$ cat config.mk
export PLATFORM = sky130hd
export DESIGN_NAME = pixel_write_scheduler_flat
export DESIGN_NICKNAME = d
export VERILOG_FILES = /design/src/rtl/pixel_write_scheduler_pkg.sv /design/src/rtl/pixel_write_scheduler_if.sv /design/src/rtl/pixel_write_scheduler_sync_fifo.sv /design/src/rtl/pixel_write_scheduler.sv /design/src/flat_wrapper.sv
export SDC_FILE = /design/constraint.sdc
export NUM_CORES = 1
export LEC_CHECK = 0
export ABC_AREA = 1
export BUFFER_PORTS_ARGS = -buffer_cell sky130_fd_sc_hd__buf_2
export CAP_MARGIN = 20
export CORE_UTILIZATION = 45
export CTS_CLUSTER_DIAMETER = 40
export DETAILED_ROUTE_END_ITERATION = 8
export SYNTH_ARGS = -nofsm -noshare
export SYNTH_HDL_FRONTEND = slang
export SYNTH_HIERARCHICAL = 1
export SYNTH_SLANG_ARGS = --single-unit
$ cat constraint.sdc
create_clock -name clk -period 7.83 [get_ports clk]
set_input_delay 1.566 -clock clk [delete_from_list [all_inputs] [get_ports clk]]
set_output_delay 1.566 -clock clk [all_outputs]
set_load 0.01 [all_outputs]
$ cat src/rtl/pixel_write_scheduler_pkg.sv
// Shared types and constants for the pixel write scheduler:
// FSM state encoding and the layout of a queued pixel entry.
package pixel_write_scheduler_pkg;

  typedef enum logic [1:0] {
    ST_IDLE    = 2'd0,
    ST_WAIT_LO = 2'd1,
    ST_WAIT_HI = 2'd2
  } sched_state_e;

  localparam int FIELD_W = 8;
  localparam int PIX_W   = 24;
  localparam int RGB_LSB = 16;
  localparam int X_LSB   = 8;
  localparam int Y_LSB   = 0;

  function automatic logic [PIX_W-1:0] pack_pixel(
    input logic [FIELD_W-1:0] rgb,
    input logic [FIELD_W-1:0] x,
    input logic [FIELD_W-1:0] y
  );
    return {rgb, x, y};
  endfunction

endpackage

$ cat src/rtl/pixel_write_scheduler_if.sv
// CPU pixel-store bus and pixel-writer handshake grouped into one interface.
// The slave modport is the scheduler's view; master is the CPU/writer side.
interface pixel_write_scheduler_if;

  logic       cpu_pixel_valid;
  logic       cpu_pixel_ready;
  logic [7:0] cpu_pixel_rgb;
  logic [7:0] cpu_pixel_x;
  logic [7:0] cpu_pixel_y;
  logic       clear_screen_done;
  logic       pixel_wr_done;
  logic       pixel_en;
  logic [7:0] pixel_rgb;
  logic [7:0] pixel_x;
  logic [7:0] pixel_y;

  modport slave (
    input  cpu_pixel_valid, cpu_pixel_rgb, cpu_pixel_x, cpu_pixel_y,
    input  clear_screen_done, pixel_wr_done,
    output cpu_pixel_ready, pixel_en, pixel_rgb, pixel_x, pixel_y
  );

  modport master (
    output cpu_pixel_valid, cpu_pixel_rgb, cpu_pixel_x, cpu_pixel_y,
    output clear_screen_done, pixel_wr_done,
    input  cpu_pixel_ready, pixel_en, pixel_rgb, pixel_x, pixel_y
  );

endinterface

$ cat src/rtl/pixel_write_scheduler_sync_fifo.sv
// Generic synchronous FIFO with registered storage and occupancy count.
// DEPTH must be a power of two so the AW-bit pointers wrap on their own.
module sync_fifo #(
  parameter int WIDTH = 24,
  parameter int DEPTH = 8,
  parameter int AW    = 3
) (
  input  logic             clk,
  input  logic             rst,
  input  logic             push,
  input  logic             pop,
  input  logic [WIDTH-1:0] wdata,
  output logic [WIDTH-1:0] rdata,
  output logic [AW:0]      level,
  output logic             full,
  output logic             empty
);

  logic [WIDTH-1:0] mem_r [DEPTH];
  logic [AW-1:0]    wr_ptr_r;
  logic [AW-1:0]    rd_ptr_r;
  logic [AW:0]      count_r;
  logic             do_push_s;
  logic             do_pop_s;

  assign do_push_s = push && !full;
  assign do_pop_s  = pop && !empty;

  // Entry storage
  always_ff @(posedge clk or posedge rst) begin
    if (rst) begin
      for (int i = 0; i < DEPTH; i++) begin
        mem_r[i] <= '0;
      end
    end else if (do_push_s) begin
      mem_r[wr_ptr_r] <= wdata;
    end
  end

  // Pointers and occupancy
  always_ff @(posedge clk or posedge rst) begin
    if (rst) begin
      wr_ptr_r <= '0;
      rd_ptr_r <= '0;
      count_r  <= '0;
    end else begin
      if (do_push_s) begin
        wr_ptr_r <= wr_ptr_r + AW'(1);
      end
      if (do_pop_s) begin
        rd_ptr_r <= rd_ptr_r + AW'(1);
      end
      case ({do_push_s, do_pop_s})
        2'b10:   count_r <= count_r + (AW+1)'(1);
        2'b01:   count_r <= count_r - (AW+1)'(1);
        default: count_r <= count_r;
      endcase
    end
  end

  assign rdata = mem_r[rd_ptr_r];
  assign level = count_r;
  assign full  = (count_r == (AW+1)'(DEPTH));
  assign empty = (count_r == '0);

endmodule

$ cat src/rtl/pixel_write_scheduler.sv
// Queues CPU pixel writes and issues them one at a time to the pixel writer
// once the screen clear is done, with a per-phase handshake timeout.
module pixel_write_scheduler
  import pixel_write_scheduler_pkg::*;
#(
  parameter int DEPTH   = 8,
  parameter int AW      = 3,
  parameter int TIMEOUT = 1023
) (
  input  logic                    clk,
  input  logic                    rst,
  pixel_write_scheduler_if.slave  bus,
  output logic [AW:0]             queue_level,
  output logic                    idle,
  output logic                    timeout_err
);

  localparam int TW = $clog2(TIMEOUT + 1);
  localparam logic [TW-1:0] TIMER_LOAD = TW'(TIMEOUT);

  sched_state_e     state_r;
  sched_state_e     state_s;
  logic [TW-1:0]    timer_r;
  logic [TW-1:0]    timer_s;
  logic             issue_s;
  logic             expire_s;
  logic             push_s;
  logic [PIX_W-1:0] head_s;
  logic [AW:0]      fifo_level_s;
  logic             fifo_full_s;
  logic             fifo_empty_s;
  logic             pixel_en_r;
  logic [PIX_W-1:0] pixel_data_r;
  logic             timeout_err_r;

  assign push_s = bus.cpu_pixel_valid && !fifo_full_s;

  sync_fifo #(
    .WIDTH (PIX_W),
    .DEPTH (DEPTH),
    .AW    (AW)
  ) u_fifo (
    .clk   (clk),
    .rst   (rst),
    .push  (push_s),
    .pop   (issue_s),
    .wdata (pack_pixel(bus.cpu_pixel_rgb, bus.cpu_pixel_x, bus.cpu_pixel_y)),
    .rdata (head_s),
    .level (fifo_level_s),
    .full  (fifo_full_s),
    .empty (fifo_empty_s)
  );

  // Next-state, timer and issue decision
  always_comb begin
    state_s  = state_r;
    timer_s  = timer_r;
    issue_s  = 1'b0;
    expire_s = 1'b0;
    case (state_r)
      ST_IDLE: begin
        if (!fifo_empty_s && bus.clear_screen_done && bus.pixel_wr_done) begin
          issue_s = 1'b1;
          timer_s = TIMER_LOAD;
          state_s = ST_WAIT_LO;
        end else begin
          state_s = ST_IDLE;
        end
      end
      ST_WAIT_LO: begin
        if (!bus.pixel_wr_done) begin
          timer_s = TIMER_LOAD;
          state_s = ST_WAIT_HI;
        end else if (timer_r == '0) begin
          expire_s = 1'b1;
          state_s  = ST_IDLE;
        end else begin
          timer_s = timer_r - TW'(1);
        end
      end
      ST_WAIT_HI: begin
        if (bus.pixel_wr_done) begin
          state_s = ST_IDLE;
        end else if (timer_r == '0) begin
          expire_s = 1'b1;
          state_s  = ST_IDLE;
        end else begin
          timer_s = timer_r - TW'(1);
        end
      end
      default: begin
        state_s = ST_IDLE;
        timer_s = '0;
      end
    endcase
  end

  // State, timer and registered writer-side outputs
  always_ff @(posedge clk or posedge rst) begin
    if (rst) begin
      state_r       <= ST_IDLE;
      timer_r       <= '0;
      pixel_en_r    <= 1'b0;
      pixel_data_r  <= '0;
      timeout_err_r <= 1'b0;
    end else begin
      state_r       <= state_s;
      timer_r       <= timer_s;
      pixel_en_r    <= issue_s;
      timeout_err_r <= timeout_err_r | expire_s;
      if (issue_s) begin
        pixel_data_r <= head_s;
      end
    end
  end

  assign bus.cpu_pixel_ready = !fifo_full_s;
  assign bus.pixel_en        = pixel_en_r;
  assign bus.pixel_rgb       = pixel_data_r[RGB_LSB +: FIELD_W];
  assign bus.pixel_x         = pixel_data_r[X_LSB +: FIELD_W];
  assign bus.pixel_y         = pixel_data_r[Y_LSB +: FIELD_W];

  assign queue_level = fifo_level_s;
  assign idle        = (fifo_level_s == '0) && (state_r == ST_IDLE);
  assign timeout_err = timeout_err_r;

endmodule
$ cat src/flat_wrapper.sv
// flat-port wrapper written by rule: the top's interface ports become plain ports
module pixel_write_scheduler_flat import pixel_write_scheduler_pkg::*;
#(
  parameter int DEPTH   = 8,
  parameter int AW      = 3,
  parameter int TIMEOUT = 1023
)
  (clk, rst, queue_level, idle, timeout_err, bus_cpu_pixel_valid, bus_cpu_pixel_rgb, bus_cpu_pixel_x, bus_cpu_pixel_y, bus_clear_screen_done, bus_pixel_wr_done, bus_cpu_pixel_ready, bus_pixel_en, bus_pixel_rgb, bus_pixel_x, bus_pixel_y);
  pixel_write_scheduler_if bus_i ();
  input  logic clk;
  input  logic rst;
  output logic [AW:0] queue_level;
  output logic idle;
  output logic timeout_err;
  input wire logic [$bits(bus_i.cpu_pixel_valid)-1:0] bus_cpu_pixel_valid;
  input wire logic [$bits(bus_i.cpu_pixel_rgb)-1:0] bus_cpu_pixel_rgb;
  input wire logic [$bits(bus_i.cpu_pixel_x)-1:0] bus_cpu_pixel_x;
  input wire logic [$bits(bus_i.cpu_pixel_y)-1:0] bus_cpu_pixel_y;
  input wire logic [$bits(bus_i.clear_screen_done)-1:0] bus_clear_screen_done;
  input wire logic [$bits(bus_i.pixel_wr_done)-1:0] bus_pixel_wr_done;
  output wire logic [$bits(bus_i.cpu_pixel_ready)-1:0] bus_cpu_pixel_ready;
  output wire logic [$bits(bus_i.pixel_en)-1:0] bus_pixel_en;
  output wire logic [$bits(bus_i.pixel_rgb)-1:0] bus_pixel_rgb;
  output wire logic [$bits(bus_i.pixel_x)-1:0] bus_pixel_x;
  output wire logic [$bits(bus_i.pixel_y)-1:0] bus_pixel_y;
  assign bus_i.cpu_pixel_valid = bus_cpu_pixel_valid;
  assign bus_i.cpu_pixel_rgb = bus_cpu_pixel_rgb;
  assign bus_i.cpu_pixel_x = bus_cpu_pixel_x;
  assign bus_i.cpu_pixel_y = bus_cpu_pixel_y;
  assign bus_i.clear_screen_done = bus_clear_screen_done;
  assign bus_i.pixel_wr_done = bus_pixel_wr_done;
  assign bus_cpu_pixel_ready = bus_i.cpu_pixel_ready;
  assign bus_pixel_en = bus_i.pixel_en;
  assign bus_pixel_rgb = bus_i.pixel_rgb;
  assign bus_pixel_x = bus_i.pixel_x;
  assign bus_pixel_y = bus_i.pixel_y;
  pixel_write_scheduler #(.DEPTH(DEPTH), .AW(AW), .TIMEOUT(TIMEOUT)) u_core (.clk(clk), .rst(rst), .bus(bus_i), .queue_level(queue_level), .idle(idle), .timeout_err(timeout_err));
endmodule
==> results of run 1 <==
[path summary, 6_finish.rpt]
check	depth (start not counted)	end	start	slack, ns
hold reg to reg	2	u_core/u_fifo/mem_r[82]$_DFFE_PP0P_	u_core/u_fifo/mem_r[82]$_DFFE_PP0P_	0.46
hold / removal	2	u_core/u_fifo/mem_r[82]$_DFFE_PP0P_	u_core/u_fifo/mem_r[82]$_DFFE_PP0P_	0.46
setup / recovery	13	u_core/u_fifo/level[3]$_DFFE_PP0P_	u_core/u_fifo/level[0]$_DFFE_PP0P_	3.91
min in group asynchronous	3	u_core/timer_r[8]$_DFFE_PP0P_	rst	1.21
max in group asynchronous	3	u_core/u_fifo/mem_r[182]$_DFFE_PP0P_	rst	4.97
setup reg to reg	13	u_core/u_fifo/level[3]$_DFFE_PP0P_	u_core/u_fifo/level[0]$_DFFE_PP0P_	3.91
[synthesized netlist by cell type]
cell type / count
a21oi_1: 4
a22oi_1: 1
a31o_2: 1
buf_1: 10
buf_2: 41
buf_4: 1
buf_6: 1
clkbuf_1: 65
clkbuf_2: 24
dfrtp_1: 240
fa_1: 1
ha_1: 10
inv_1: 36
inv_2: 3
nand2_1: 802
nand2_2: 3
nand3_1: 27
nand4_1: 194
nor2_1: 67
nor2_2: 4
nor2_4: 2
nor3_1: 4
nor3b_1: 1
o211ai_1: 1
o21ai_0: 98
o21ai_1: 8
o22ai_2: 1
or2_2: 2
xnor2_1: 4
xor2_1: 6
[routing by layer]
layer / track usage, % / vias to the layer above / routed length (microns)
met3: 4.42 / 46 / 2750
met2: 41.7 / 409 / 16800
met1: 41.2 / 5470 / 17800
met4: 6.62 / 0 / 540
li1: - / 5393 / -
met5: 0 / - / 0
[cell families (layout without fill, tap and decap cells)]
| kind of cell | after synthesis | after routing |
|---|---|---|
| AND/OR/NAND/NOR | 1106 | 1106 |
| flip-flops | 240 | 240 |
| buffers and inverters | 181 | 196 |
| AO/OA/AOI/OAI | 114 | 114 |
| adder cells (fa/ha/maj) | 11 | 11 |
| XOR/XNOR | 10 | 10 |
[critical path: stages (launching register included)]
cell	delay, ns
dfrtp_1	0.47
nor2_1	0.13
nand3_4	0.37
inv_1	0.17
nor2_4	0.56
buf_4	0.54
nand2_1	0.26
ha_1	0.36
ha_1	0.36
or2_2	0.29
nand2_1	0.07
nand2_1	0.04
nand3_1	0.08
nand2_1	0.05
[registers in the layout, summed over array words and instances, names as in the netlist]
name,count
u_core/bus.pixel_en,1
u_core/pixel_data_r,24
u_core/state_r,2
u_core/timeout_err,1
u_core/timer_r,10
u_core/u_fifo/level,4
u_core/u_fifo/mem_r,192
u_core/u_fifo/rd_ptr_r,3
u_core/u_fifo/wr_ptr_r,3
[metrics by stage]
stage | power [W] | worst slack (ns) | cells | util, %
floorplan | 0.00372 | 0.753 | 1662 | -
global placement | 0.00443 | 3.48 | 1946 | 47.1
detailed placement | 0.00449 | 3.39 | 1946 | 47.1
CTS | 0.00628 | 3.89 | 2017 | 52.2
global route | 0.00674 | 3.60 | 2018 | 52.2
finish | 0.00629 | 3.91 | 2018 | 52.2
[cell usage in the layout, fill, tap and decap left out, drive strengths merged, types with 2 or more instances in the layout]
cell	n
nand2	805
inv	39
clkbuf	54
o21ai	106
ha	10
dfrtp	240
xnor2	4
a21oi	4
nor2	73
nor3	4
or2	2
clkinv	9
clkinvlp	5
buf	86
nand3	27
bufinv	3
xor2	6
nand4	194
[final cells by class]
type,count,area [sq um]
repair buffers,86,503
clock inverters,17,180
flip-flops and latches,240,6010
clock buffers,54,1190
fillers,2672,12800
well taps,341,427
multi-input cells,1241,5570
inverters,39,155
[power groups by stage]
stage	sequential [W]	combinational, W	clock, W
after floorplan	0.00207	0.00165	0
after global placement	0.00213	0.00230	0
after detailed placement	0.00214	0.00234	0
after CTS	0.00213	0.00235	0.00180
after global routing	0.00220	0.00268	0.00186
final	0.00213	0.00238	0.00178
==> impl_metrics.tcl, run 1 <==
set metrics [dict create \
    status "completed" \
    fmax_mhz 255 \
    synthXorXnorAreaFrac_pct 0.711 \
    grt_pass1_vias 10800 \
    grt_start_max_net_pins 132 \
    route.detailed.drc 0 \
    vias_per_cell 5.61 \
    vdd_drop_max_mv 0.194 \
    maxSlewViolCount 0 \
    crit_required_ns 8.24 \
    synth_top_family_by_area "simple AND/OR/NAND/NOR gates" \
    drt-initial-drc-count 1179 \
    synth_area_leaders "dfrtp_1, nand2_1, nand4_1" \
    cts_tree "done" \
    syn_avg_cell_area_sq_um 7.41 \
    clkSinkCount 240 \
    yosysSeqAreaShare_pct 48.8 \
    core_area_sq_um 26900 \
    fin_tns_setup_ns 0 \
    min_period_ns 3.92 \
    synth_top_area_cell "dfrtp_1" \
    hold_ws_ns 0.462 \
    synth_compound_area_share_pct 4.77 \
    synth_seq_cells 240 \
    finalHoldViolCount 0 \
    worstPathMaxFanout 43 \
    cts.hold.buffers_added 0 \
    finClkSkew_ns 0.0202 \
    clockBufferDepth 3 \
    num_vias 11300 \
    setup-violations-final 0 \
    synth_adder_area_share_pct 1.18 \
    p_int_w 0.00365 \
    netSwitchingPower_w 0.00263 \
    pwr-share-clk_pct 28.2 \
    seqPwrFrac_pct 33.9 \
    p_comb_share_pct 37.9 \
    syn-num-nets 1702 \
    yosys_warnings 6 \
    netSwitchingFraction_pct 41.9 \
    cp-start-kind "register" \
    die_x_microns 167 \
    path_class "register to register" \
    area_delta_synth_final_pct 14.0 \
    port_buffers 60 \
    hpwl_microns 21800 \
    finalCritPeriodShare_pct 50.1 \
    path_clk_slew_ns 0.05 \
    drive_above_1_share_pct 10.9 \
    die-area_sq_um 28000 \
    netlist_instances 1662 \
    start_util_pct 45.8 \
    cts_max_level 2 \
    powerDensity_nw_per_um2 448 \
    grt_use_total_pct 27.6 \
    antenna_left 0 \
    cp-end-kind "register" \
    worst_pin_slew_ns 1.12 \
    grt_pass1_wl_microns 60900 \
    grt_setup_unrepaired "no" \
    routed_wirelength_microns 38000 \
    antenna_cells 0 \
    grt_overflow_total 0 \
    slew_headroom_pct 25.5 \
    post-cts-setup-buffers 0 \
    synth_mux_area_share_pct 0 \
    cp.arrival_ns 4.33 \
    hp-class "register to register" \
    numCtsBuffers 41 \
    first_pass_iters 5 \
    synth_area_sq_um 12300 \
    die_y_microns 167 \
    cap_violations 0 \
    place.gp.congestion 0.802 \
    clk_latency_ns 0.53 \
    root_buffer "clkbuf_16" \
    synthSimpleGateAreaFrac_pct 38.3 \
    antenna_found_initial 0 \
    postLayoutCellArea_sq_um 14000 \
    post_dp_cell_area_sq_um 12700 \
    ios 61 \
    wl_per_cell_microns 18.8 \
    ys_types 30 \
    rows 60 \
    nets 1689 \
    post_cts_resized 0 \
    p_leak_nw 7.40 \
    synth_top_area_share_pct 48.8 \
]
(Power assumes the default switching activity.)
==> inputs of run 2 (changes only) <==
==> constraint.sdc (replaced) <==
create_clock -name clk -period 3.4 [get_ports clk]
set_input_delay 0.68 -clock clk [delete_from_list [all_inputs] [get_ports clk]]
set_output_delay 0.68 -clock clk [all_outputs]
set_load 0.01 [all_outputs]
==> run 2 against run 1 <==
- clock-buffer cell count shrank 5
- via count grew 0.44%
- final cell count increased by 0.89%
- sequential cell count is the same
- core utilization grew 1.1 points
- register-to-register slack worse by 3.1 ns
- maximum frequency is 52% higher
- design area is 2.1% higher
- wire length shrank 0.24%
- sequential power grew 130%
- global-route usage hardly changed
- clock skew rose by 0.0097 ns
==> impl_metrics.tcl, run 2 (same netlist as run 1, synthesis figures left out) <==
set metrics [dict create \
    finClkSkew_ns 0.0299 \
    slew_headroom_pct 28.5 \
    root_buffer "clkbuf_16" \
    area_delta_synth_final_pct 16.4 \
    fin_tns_setup_ns 0 \
    clockBufferDepth 3 \
    grt_setup_unrepaired "no" \
    p_leak_nw 7.53 \
    cp.arrival_ns 2.99 \
    cp-end-kind "register" \
    finalHoldViolCount 0 \
    nFillCells 2658 \
    setup-violations-final 0 \
    post_cts_resized 0 \
    vdd_drop_max_mv 0.493 \
    finalCritPeriodShare_pct 75.9 \
    die_x_microns 167 \
    fin_cells 2036 \
    vias_per_cell 5.58 \
    grt_pass1_wl_microns 61500 \
    grt_pass1_vias 10800 \
    grt_start_max_net_pins 202 \
    cts_max_level 2 \
    top_regs "u_core/u_fifo/mem_r (192), u_core/pixel_data_r (24), u_core/timer_r (10)" \
    cp-start-kind "register" \
    wl_per_cell_microns 18.6 \
    cts.hold.buffers_added 0 \
    nets 1702 \
    cts_tree "done" \
    postLayoutCellArea_sq_um 14300 \
    ff2ff_path_depth 15 \
    most-common-layout-cells "nand2_1, dfrtp_1, nand4_1" \
    post-cts-setup-buffers 0 \
    num_vias 11400 \
    hpwl_microns 22400 \
    die-area_sq_um 28000 \
    antenna_left 0 \
    cap_violations 0 \
    ios 61 \
    fmax_mhz 387 \
    r2r_end "u_core/u_fifo/level[3]$_DFFE_PP0P_" \
    antenna_cells 0 \
    powerDensity_nw_per_um2 1040 \
    first_pass_iters 5 \
    clkSinkCount 240 \
    place.gp.congestion 0.829 \
    core_area_sq_um 26900 \
    crit_path_end "u_core/u_fifo/level[3]$_DFFE_PP0P_" \
    r2r_slack_ns 0.82 \
    port_buffers 60 \
    post_dp_cell_area_sq_um 12800 \
    numCtsBuffers 42 \
    r2r_start "u_core/u_fifo/level[0]$_DFFE_PP0P_" \
    startpoint "u_core/u_fifo/level[0]$_DFFE_PP0P_" \
    placedCellCount 1959 \
    path_class "register to register" \
    start_util_pct 45.8 \
    final_util_pct 53.3 \
    route.detailed.drc 0 \
    largest_register "u_core/u_fifo/mem_r" \
    worst_pin_slew_ns 1.07 \
    routed_wirelength_microns 37900 \
    clk_latency_ns 0.55 \
    grt_use_total_pct 27.5 \
    status "completed" \
    antenna_found_initial 0 \
    die_y_microns 167 \
    hp-class "input port to asynchronous set/reset pin" \
    crit_required_ns 3.81 \
    maxSlewViolCount 0 \
    drive_above_1_share_pct 11.9 \
    path_clk_slew_ns 0.05 \
    drt-initial-drc-count 1218 \
    rows 60 \
    largest_reg_flops 192 \
    grt_overflow_total 0 \
    finalPower_w 0.0150 \
    min_period_ns 2.58 \
    worstPathMaxFanout 7 \
    layout_commonest_cell "nand2_1" \
]
run 2: worst min-delay path by stage:
stage | cells past startpoint | end | slack (ns)
after global routing | 2 | u_core/u_fifo/mem_r[98]$_DFFE_PP0P_ | 0.26
after detailed placement | 2 | u_core/u_fifo/mem_r[74]$_DFFE_PP0P_ | 0.45
after global placement | 2 | u_core/u_fifo/mem_r[91]$_DFFE_PP0P_ | 0.45
after floorplan | 2 | u_core/u_fifo/mem_r[168]$_DFFE_PP0P_ | 0.44
after CTS | 2 | u_core/u_fifo/mem_r[98]$_DFFE_PP0P_ | 0.23
final | 2 | u_core/u_fifo/mem_r[98]$_DFFE_PP0P_ | 0.23
run 2: layout make-up:
cell class | count | area (sq um) | area share, %
repair buffers | 98 | 673 | 4.70
well taps | 341 | 427 | 2.98
clock inverters | 28 | 362 | 2.52
clock buffers | 49 | 1140 | 7.94
flip-flops and latches | 240 | 6010 | 41.9
inverters | 39 | 151 | 1.06
multi-input cells | 1241 | 5570 | 38.9
run 2: per-layer routing:
metal / vias up / share of wire, % / track usage (%)
met2: 401 / 44 / 41.0
met4: 0 / 1.2 / 5.58
li1: 5424 / - / -
met5: - / 0 / 0
met3: 51 / 7.3 / 4.73
met1: 5492 / 48 / 41.9
run 2: stage by stage:
step                hold slack (ns)  setup slack [ns]
floorplan                     0.437             0.104
global placement              0.448             0.787
detailed placement            0.453             0.758
CTS                           0.234             0.805
global route                  0.264             0.592
finish                        0.229             0.819
run 2: critical path: stages, from the launching register on:
cell     delay [ns]
dfrtp_1        0.45
nor2_1         0.23
nand3_1        0.15
inv_1          0.09
nor2_2         0.05
nand2_1        0.08
inv_2          0.04
nand2_1        0.13
inv_1          0.09
ha_1           0.26
ha_1           0.35
or2_2          0.29
nand2_1        0.07
nand2_1        0.05
nand3_1        0.08
nand2_1        0.05
run 2: power breakdown:
group / switching, W / internal [W] / leakage [nW]
logic: 0.00394 / 0.00172 / 3.80
clock network: 0.00156 / 0.00288 / 0.707
registers: 0.000743 / 0.00411 / 3.02
==> inputs of run 3 (changes only) <==
--- a/config.mk
+++ b/config.mk
@@ -5,7 +5,7 @@
 export SDC_FILE = /design/constraint.sdc
 export NUM_CORES = 1
 export LEC_CHECK = 0
-export ABC_AREA = 1
+export ABC_AREA = 0
 export BUFFER_PORTS_ARGS = -buffer_cell sky130_fd_sc_hd__buf_2
 export CAP_MARGIN = 20
 export CORE_UTILIZATION = 45
==> constraint.sdc (replaced) <==
create_clock -name clk -period 2.3 [get_ports clk]
set_input_delay 0.46 -clock clk [delete_from_list [all_inputs] [get_ports clk]]
set_output_delay 0.46 -clock clk [all_outputs]
set_load 0.01 [all_outputs]
==> run 3 against run 2 <==
- the flow now finishes with violations (setup timing)
- power increased by 52%
- hold slack better by 0.053 ns
- sequential cell count did not move
- setup slack worse by 1.0 ns
- critical path type unchanged
==> impl_metrics.tcl, run 3 <==
set metrics [dict create \
    status "finished with violations" \
    violations "setup timing" \
    synth_seq_cells 240 \
    synth_area_sq_um 11500 \
    synth_top_area_share_pct 52.1 \
    min_period_ns 2.50 \
    nFillCells 1938 \
    grt_pass1_vias 7858 \
    synthXorXnorAreaFrac_pct 0.456 \
    root_buffer "clkbuf_16" \
    die_x_microns 162 \
    largest_reg_flops 192 \
    synthSimpleGateAreaFrac_pct 6.65 \
    drt-initial-drc-count 422 \
    largest_register "u_core/u_fifo/mem_r" \
    slew_headroom_pct 58.4 \
    syn-num-nets 801 \
    hpwl_microns 16500 \
    worst_slack_ns -0.198 \
    yosys_warnings 6 \
    die_y_microns 162 \
    yosysSeqAreaShare_pct 52.1 \
    cp-end-kind "register" \
    die-area_sq_um 26300 \
    clockBufferDepth 3 \
    place.gp.congestion 0.802 \
    fmax_mhz 400 \
    netlist_instances 761 \
    grt_setup_unrepaired "yes" \
    synth_area_leaders "dfrtp_1, mux2_2, mux2_4" \
    synth_compound_area_share_pct 2.91 \
    rows 58 \
    core_area_sq_um 25200 \
    wl_per_cell_microns 22.6 \
    routed_wirelength_microns 28400 \
    synth_mux_area_share_pct 33.4 \
    cts_tree "done" \
    synth_top_area_cell "dfrtp_1" \
    antenna_left 0 \
    synth_top_family_by_area "multiplexers" \
    route.detailed.drc 0 \
    cp-start-kind "register" \
    port_buffers 60 \
    cts_max_level 2 \
    drive_above_1_share_pct 56.1 \
    synth_edf_count 0 \
    worstPathMaxFanout 4 \
    synth_ff_type "dfrtp_1" \
    final_util_pct 58.4 \
    finalCritPeriodShare_pct 109 \
    ios 61 \
    syn_avg_cell_area_sq_um 15.2 \
    num_vias 6950 \
    clkSinkCount 240 \
    multi_input_area_sq_um 5450 \
    maxSlewViolCount 0 \
    ys_types 63 \
    grt_start_max_net_pins 54 \
    cap_violations 0 \
    netlist_top_cells_count "dfrtp_1, mux2_2, nand2_1" \
    cp.arrival_ns 2.91 \
    setup-violations-final 154 \
    first_pass_iters 4 \
    worst_pin_slew_ns 0.622 \
    layout_commonest_cell "dfrtp_1" \
    most-common-layout-cells "dfrtp_1, mux2_4, mux2_2" \
    fin_tns_setup_ns -11.83 \
    powerDensity_nw_per_um2 1540 \
    antenna_found_initial 1 \
    grt_use_total_pct 22.5 \
    hp-class "input port to register" \
    crit_required_ns 2.72 \
    finClkSkew_ns 0.0121 \
    vias_per_cell 5.52 \
    synthArstFlopShare_pct 100 \
    area_delta_synth_final_pct 27.5 \
    grt_overflow_total 0 \
    synth_adder_area_share_pct 1.26 \
    finalHoldViolCount 0 \
    start_util_pct 45.8 \
    vdd_drop_max_mv 0.712 \
    synth_most_common_cell "dfrtp_1" \
    clk_latency_ns 0.52 \
    nets 940 \
    path_clk_slew_ns 0.06 \
    numCtsBuffers 40 \
    final-seq-area_sq_um 6010 \
    p_leak_nw 6.76 \
    top_regs "u_core/u_fifo/mem_r (192), u_core/pixel_data_r (24), u_core/timer_r (10)" \
    grt_pass1_wl_microns 45400 \
    path_class "register to register" \
]
[run 3: critical path, cell delays in order, from the launching register on]
cell and delay (ns):
dfrtp_1 0.47, or4b_4 0.57, clkinv_4 0.08, nor2b_4 0.04, nand2_2 0.09, ha_4 0.17
buf_6 0.11, ha_4 0.20, a21oi_4 0.14, mux2_4 0.31, o211ai_1 0.22
[run 3: area by class of cell]
cell class,instances,share of cell area (%)
Clock buffer,46,7.31
Timing Repair Buffer,140,9.60
Clock inverter,24,1.95
Multi-Input combinational cell,463,37.0
Antenna cell,1,0.0170
Sequential cell,240,40.8
Tap cell,330,2.81
Inverter,15,0.459
[run 3: metrics by stage]
step	cell area, sq um	total power [W]	std cells	worst slack, ns	hold WS, ns
floorplan	11600	0.0136	761	-0.776	0.452
global placement	12700	0.0154	1164	-0.267	0.455
detailed placement	12700	0.0159	1164	-0.350	0.457
CTS	14600	0.0227	1253	-0.171	0.274
global route	14700	0.0240	1259	-0.245	0.293
finish	14700	0.0227	1259	-0.198	0.282
[run 3: timing repair]
item / 4_1_cts / 5_1_grt
pin swaps: 9 / 4
setup endpoints to repair: 165 / 195
hold buffers: 1 / 0
setup buffers: 14 / 2
cloned: 5 / 4
hold endpoints to repair: 11 / 0
gates resized for setup: 78 / 11
[run 3: metal layers]
metal  GRT usage [%]  vias up  share of wire, %
met5               0        -                 0
met4            6.73        0               2.3
met3            4.60       57               4.0
met2            38.0      144                50
met1            29.3     3690                44
li1                -     3059                 -
[run 3: logic make-up after synthesis]
family,Yosys count
AO/OA/AOI/OAI,39
flip-flops,240
buffers and inverters,58
AND/OR/NAND/NOR,140
adder cells (fa/ha/maj),11
XOR/XNOR,6
multiplexers,267
[run 3: path summary, 6_finish.rpt]
path / from / to / slack, ns / cells past startpoint
worst max-delay path: u_core/u_fifo/level[0]$_DFFE_PP0P_ / u_core/u_fifo/level[3]$_DFFE_PP0P_ / -0.20 / 10
worst min-delay path: bus_cpu_pixel_rgb[5] / u_core/u_fifo/mem_r[45]$_DFFE_PP0P_ / 0.28 / 2
worst max register to register: u_core/u_fifo/level[0]$_DFFE_PP0P_ / u_core/u_fifo/level[3]$_DFFE_PP0P_ / -0.20 / 10
worst min register to register: u_core/pixel_data_r[8]$_DFFE_PP0P_ / u_core/pixel_data_r[8]$_DFFE_PP0P_ / 0.47 / 2
max in group asynchronous: rst / u_core/u_fifo/mem_r[124]$_DFFE_PP0P_ / 0.95 / 4
min in group asynchronous: rst / u_core/pixel_data_r[0]$_DFFE_PP0P_ / 0.51 / 3
[run 3: where the power goes]
part           switching (W)  total, W  internal (W)
Clock                0.00208   0.00601       0.00393
Combinational        0.00345   0.00902       0.00557
Sequential           0.00134   0.00768       0.00634
